===== src/rtl/arith_pkg.sv =====
// ============================================================================
// arith_pkg : widths, FSM encoding and saturation limits shared by arithmetic IP
// Revision  : 1.0
// ============================================================================
`timescale 1ns/1ps
`default_nettype none

package arith_pkg;

    localparam int DW = 24;
    localparam int VW = 12;
    localparam int CNT_W = 5;

    localparam logic [CNT_W-1:0] ITER_COUNT = 5'd24;
    localparam logic [VW-1:0]    Q_MAX      = 12'h7FF;
    localparam logic [VW-1:0]    Q_MIN      = 12'h800;

    typedef enum logic [1:0] {
        IDLE = 2'd0,
        PREP = 2'd1,
        ITER = 2'd2,
        FIX  = 2'd3
    } div_state_t;

    // Magnitudes are unsigned, so the most negative input maps to 2^(W-1) exactly.
    function automatic logic [DW-1:0] abs_dw(input logic [DW-1:0] x);
        return x[DW-1] ? (~x + 1'b1) : x;
    endfunction

    function automatic logic [VW-1:0] abs_vw(input logic [VW-1:0] x);
        return x[VW-1] ? (~x + 1'b1) : x;
    endfunction

endpackage

`default_nettype wire


===== src/rtl/seq_divider_div_step.sv =====
// ============================================================================
// div_step : one radix-2 restoring step (shift in a dividend bit, trial subtract)
// Revision : 1.0
// ============================================================================
`timescale 1ns/1ps
`default_nettype none

module div_step
    import arith_pkg::*;
(
    input  logic [VW:0]   rem_in,
    input  logic          dvd_bit,
    input  logic [VW-1:0] dvs,
    output logic [VW:0]   rem_out,
    output logic          q_bit
);

    logic [VW+1:0] shifted;
    logic [VW+1:0] diff;

    always_comb begin
        shifted = {rem_in, dvd_bit};
        diff    = shifted - {2'b00, dvs};
        q_bit   = ~diff[VW+1];
        rem_out = q_bit ? diff[VW:0] : shifted[VW:0];
    end

endmodule

`default_nettype wire


===== src/rtl/seq_divider.sv =====
// ============================================================================
// seq_divider : signed 24/12 sequential divider, fixed 26-cycle latency
// Revision    : 1.0
// ============================================================================
`timescale 1ns/1ps
`default_nettype none

module seq_divider
    import arith_pkg::*;
(
    input  logic          clk,
    input  logic          rst_n,
    input  logic          start,
    input  logic [DW-1:0] dividend,
    input  logic [VW-1:0] divisor,
    output logic [VW-1:0] quotient,
    output logic [VW-1:0] remainder,
    output logic          ready,
    output logic          done,
    output logic          div_by_zero,
    output logic          overflow
);

    div_state_t       state;
    div_state_t       next_state;

    logic [DW-1:0]    dvd_raw;
    logic [VW-1:0]    dvs_raw;
    logic [DW-1:0]    dvd_shift;
    logic [VW-1:0]    dvs_mag;
    logic [VW:0]      rem;
    logic             sign_q;
    logic             sign_r;
    logic [CNT_W-1:0] cnt;

    logic [VW:0]      rem_next;
    logic             q_bit;

    logic             fix_zero;
    logic             fix_ovf;
    logic [VW-1:0]    q_lo;
    logic [VW-1:0]    r_lo;

    div_step u_step (
        .rem_in  (rem),
        .dvd_bit (dvd_shift[DW-1]),
        .dvs     (dvs_mag),
        .rem_out (rem_next),
        .q_bit   (q_bit)
    );

    assign ready = (state == IDLE);

    always_ff @(posedge clk or negedge rst_n) begin
        if (!rst_n) begin
            state <= IDLE;
        end else begin
            state <= next_state;
        end
    end

    always_comb begin
        next_state = state;
        case (state)
            IDLE:    if (start) next_state = PREP;
            PREP:    next_state = ITER;
            ITER:    if (cnt == 5'd1) next_state = FIX;
            FIX:     next_state = IDLE;
            default: next_state = IDLE;
        endcase
    end

    // dvd_shift ends the iteration holding the unsigned quotient magnitude.
    always_comb begin
        fix_zero = (dvs_mag == '0);
        fix_ovf  = sign_q ? (dvd_shift > 24'd2048) : (dvd_shift > 24'd2047);
        q_lo     = dvd_shift[VW-1:0];
        r_lo     = rem[VW-1:0];
    end

    always_ff @(posedge clk or negedge rst_n) begin
        if (!rst_n) begin
            dvd_raw     <= '0;
            dvs_raw     <= '0;
            dvd_shift   <= '0;
            dvs_mag     <= '0;
            rem         <= '0;
            sign_q      <= 1'b0;
            sign_r      <= 1'b0;
            cnt         <= '0;
            quotient    <= '0;
            remainder   <= '0;
            done        <= 1'b0;
            div_by_zero <= 1'b0;
            overflow    <= 1'b0;
        end else begin
            done <= 1'b0;
            case (state)
                IDLE: begin
                    if (start) begin
                        dvd_raw <= dividend;
                        dvs_raw <= divisor;
                    end
                end
                PREP: begin
                    dvd_shift <= abs_dw(dvd_raw);
                    dvs_mag   <= abs_vw(dvs_raw);
                    sign_q    <= dvd_raw[DW-1] ^ dvs_raw[VW-1];
                    sign_r    <= dvd_raw[DW-1];
                    rem       <= '0;
                    cnt       <= ITER_COUNT;
                end
                ITER: begin
                    rem       <= rem_next;
                    dvd_shift <= {dvd_shift[DW-2:0], q_bit};
                    cnt       <= cnt - 5'd1;
                end
                FIX: begin
                    done <= 1'b1;
                    if (fix_zero) begin
                        div_by_zero <= 1'b1;
                        overflow    <= 1'b0;
                        quotient    <= sign_r ? Q_MIN : Q_MAX;
                        remainder   <= dvd_raw[VW-1:0];
                    end else if (fix_ovf) begin
                        div_by_zero <= 1'b0;
                        overflow    <= 1'b1;
                        quotient    <= sign_q ? Q_MIN : Q_MAX;
                        remainder   <= '0;
                    end else begin
                        div_by_zero <= 1'b0;
                        overflow    <= 1'b0;
                        quotient    <= sign_q ? (~q_lo + 1'b1) : q_lo;
                        remainder   <= sign_r ? (~r_lo + 1'b1) : r_lo;
                    end
                end
                default: ;
            endcase
        end
    end

endmodule

`default_nettype wire

===== config.mk =====
export PLATFORM = sky130hd
export DESIGN_NAME = seq_divider
export DESIGN_NICKNAME = d
export VERILOG_FILES = /design/src/rtl/arith_pkg.sv /design/src/rtl/seq_divider_div_step.sv /design/src/rtl/seq_divider.sv
export SDC_FILE = /design/constraint.sdc
export NUM_CORES = 1
export LEC_CHECK = 0
export BUFFER_PORTS_ARGS = -buffer_cell sky130_fd_sc_hd__clkbuf_2
export CAP_MARGIN = 0
export CORE_MARGIN = 3
export CORE_UTILIZATION = 25
export CTS_BUF_LIST = sky130_fd_sc_hd__clkbuf_16
export CTS_CLUSTER_DIAMETER = 50
export CTS_CLUSTER_SIZE = 14
export DETAILED_ROUTE_END_ITERATION = 6
export PLACE_DENSITY = 0.48
export SKIP_LAST_GASP = 1
export SLEW_MARGIN = 40
export SYNTH_ARGS = -nofsm -noshare
export SYNTH_HDL_FRONTEND = slang
export SYNTH_SLANG_ARGS = --single-unit

===== constraint.sdc =====
create_clock -name clk -period 3.9 [get_ports clk]
set_input_delay 0.585 -clock clk [delete_from_list [all_inputs] [get_ports clk]]
set_output_delay 0.585 -clock clk [all_outputs]
set_load 0.03 [all_outputs]

==> flow_metrics.env <==
export IMPL_outcome="completed"
export IMPL_period_needed_ns=2.928
export IMPL_drt_iter0_drc=413
export IMPL_rsz0062_at_grt="no"
export IMPL_synth_top_area_share_pct=43.02
export IMPL_fin_setup_tns_ns=0
export IMPL_p_clk_share_pct=22.1
export IMPL_syn_instance_count=731
export IMPL_start_util_pct=25.76
export IMPL_whs_ns=0.1342
export IMPL_antenna_found_initial=0
export IMPL_p_leak_nw=3.600
export IMPL_grt_overflow=0
export IMPL_synth_top_area_cell="dfrtp_1"
export IMPL_clock_latency_ns=0.42
export IMPL_fillCellCount=2930
export IMPL_ios=67
export IMPL_avgSynthCellArea_sq_um=9.628
export IMPL_worstSetupEndpointType="flop"
export IMPL_cts_buffers=17
export IMPL_setup_viol=0
export IMPL_area_growth_pct=18.68
export IMPL_p_total_mw=7.344
export IMPL_synth_area_top_cells="dfrtp_1, mux2_2, xor2_1"
export IMPL_root_buffer="clkbuf_16"
export IMPL_synth_seq_area_share_pct=43.02
export IMPL_wl_per_cell_um=15.72
export IMPL_cp_max_fo=3
export IMPL_yosysMostFrequentCell="dfrtp_1"
export IMPL_synth_nets=793
export IMPL_hold_viol=0
export IMPL_die_area_sq_um=30200
export IMPL_port_buffers=66
export IMPL_via_count=5522
export IMPL_fin_skew_ns=0.01896
export IMPL_p_int_mw=4.212
export IMPL_grt_max_degree=83
export IMPL_crit_start="dvd_shift[23]"
export IMPL_crit_type="flop to flop"
export IMPL_seq_power_share_pct=34.2
export IMPL_gp_congestion=0.7480
export IMPL_synth_common_cells="dfrtp_1, nand2_1, mux2_2"
export IMPL_worstReg2RegStart="dvd_shift[23]"
export IMPL_grt_pass1_wl_um=30190
export IMPL_min_path_type="input pin to asynchronous set/reset pin"
export IMPL_die_h_um=173.8
export IMPL_holdBufCountCts=0
export IMPL_drt_first_pass_iters=5
export IMPL_rows=60
export IMPL_ys_ff_latch=121
export IMPL_drive_above_1_share_pct=21.69
export IMPL_cts_sinks=121
export IMPL_synth_cell_type_count=64
export IMPL_critPathRequiredTime_ns=4.19
export IMPL_track_usage_pct=12.37
export IMPL_worstSetupStartpointType="flop"
export IMPL_report_final_slew_viol_count=0
export IMPL_timing_final_ws_setup_ns=0.9720
export IMPL_fmax_ghz=0.3415
export IMPL_core_sq_um=27330
export IMPL_dp_slack_ns=0.9519
export IMPL_ant_nets=0
export IMPL_powerDensity_nw_per_um2=879.2
export IMPL_n_antenna_cell=0
export IMPL_cts_buffer_depth=2
export IMPL_synth_area_sq_um=7038
export IMPL_final_util_pct=30.57
export IMPL_cts_max_level=4
export IMPL_tightest_slew_ns=0.6928
export IMPL_path_clk_slew_ns=0.06
export IMPL_nNetsFinal=842
export IMPL_p_comb_share_pct=43.7
export IMPL_arrival_ns=3.22
export IMPL_swShare_pct=42.64
export IMPL_drcViolationCount=0
export IMPL_period_share_pct=75.08
export IMPL_ir_drop_v=0.0003612
export IMPL_dp_hpwl_um=13250
export IMPL_yosys_most_used_dff="dfrtp_1"
export IMPL_totalWireLength_um=18320
export IMPL_switchingPower_mw=3.131
export IMPL_die_width_um=173.8
export IMPL_maxSlewHeadroom_pct=53.39
export IMPL_cap_violations=0
export IMPL_synth_edf_count=0
export IMPL_cts_tree="done"
export IMPL_synth_warnings=0
export IMPL_post_cts_buffers=0
export IMPL_cts_resized=0
export IMPL_grt_pass1_vias=5321
export IMPL_via_per_inst=4.740
export IMPL_async_flop_share_pct=100.0
==> final timing paths <==
path	end	slack (ns)	cells past startpoint
setup reg to reg	rem[12]	0.97	10
min in group clk	dvd_raw[17]	0.39	2
hold / removal	dvs_raw[9]	0.13	1
hold reg to reg	quotient[11]	0.50	2
max in group asynchronous	dvd_shift[0]	2.88	2
setup / recovery	rem[12]	0.97	10
==> sequential cells by signal (all words and copies together), names as in the netlist, 2 cells and up <==
name       cells
remainder     12
cnt            5
quotient      12
dvs_raw       12
rem           13
dvd_shift     24
dvd_raw       24
dvs_mag       12
state          2
==> power groups by stage <==
stage / Combinational [mW] / Clock (mW) / Sequential [mW]
floorplan: 2.37 / 0 / 2.50
global placement: 3.22 / 0 / 2.52
detailed placement: 3.24 / 0 / 2.54
CTS: 3.25 / 1.67 / 2.52
global route: 3.60 / 1.72 / 2.62
finish: 3.21 / 1.62 / 2.51
==> cell usage in the layout (no fill, tap or decap), drive strengths merged, types with 9 or more instances in the layout <==
cell type and count:
dfrtp 121, clkbuf 82, nand2 64, mux2 54
inv 49, nor2 42, a21oi 41, o21ai 38
xor2 37, nand3 24, ha 22, xnor2 20
o221ai 17, o31ai 13, mux2i 13, nor3 10
a22oi 9, nor4 9, buf 9
==> kinds of logic after synthesis <==
logic type | Yosys count | share of synthesized area [%]
buffers and inverters | 92 | 4.996
flip-flops | 121 | 43.02
AO/OA/AOI/OAI | 166 | 15.73
multiplexers | 67 | 10.54
XOR/XNOR | 57 | 7.093
AND/OR/NAND/NOR | 205 | 14.42
adder cells (fa/ha/maj) | 23 | 4.196
==> metrics by stage <==
stage          cell area [sq um]  instances
6_report                    8353       1165
2_1_floorplan               7038        731
5_1_grt                     8353       1165
4_1_cts                     8353       1165
3_5_place_dp                7752       1133
3_3_place_gp                7745       1133
==> area by class of cell <==
| cell class | count | area, sq um | area share [%] |
|---|---|---|---|
| Clock buffer | 17 | 425.4 | 5.093 |
| Clock inverter | 15 | 175.2 | 2.097 |
| Inverter | 48 | 180.2 | 2.157 |
| Multi-Input combinational cell | 518 | 3674 | 43.98 |
| Sequential cell | 121 | 3028 | 36.25 |
| Tap cell | 372 | 465.4 | 5.572 |
| Timing Repair Buffer | 74 | 405.4 | 4.853 |
==> metal layers <==
metal / track usage (%) / up-vias / part of all wire [%] / wire length (um)
li1: - / 2714 / - / -
met1: 18.28 / 2673 / 51 / 9257
met2: 18.11 / 123 / 43 / 7921
met3: 2.716 / 12 / 5.2 / 959
met4: 3.418 / 0 / 0.98 / 179
met5: 0 / - / 0 / 0
==> critical path, cell delays in order, from the launching register on <==
cell	delay [ns]
dfrtp_1	0.37
inv_1	0.09
ha_1	0.16
inv_1	0.05
fa_1	0.40
a21o_1	0.19
a2111oi_1	0.54
a21oi_1	0.24
a41oi_1	0.28
o221ai_1	0.14
or3_1	0.32
No activity file was read; power rests on OpenSTA's default activity.
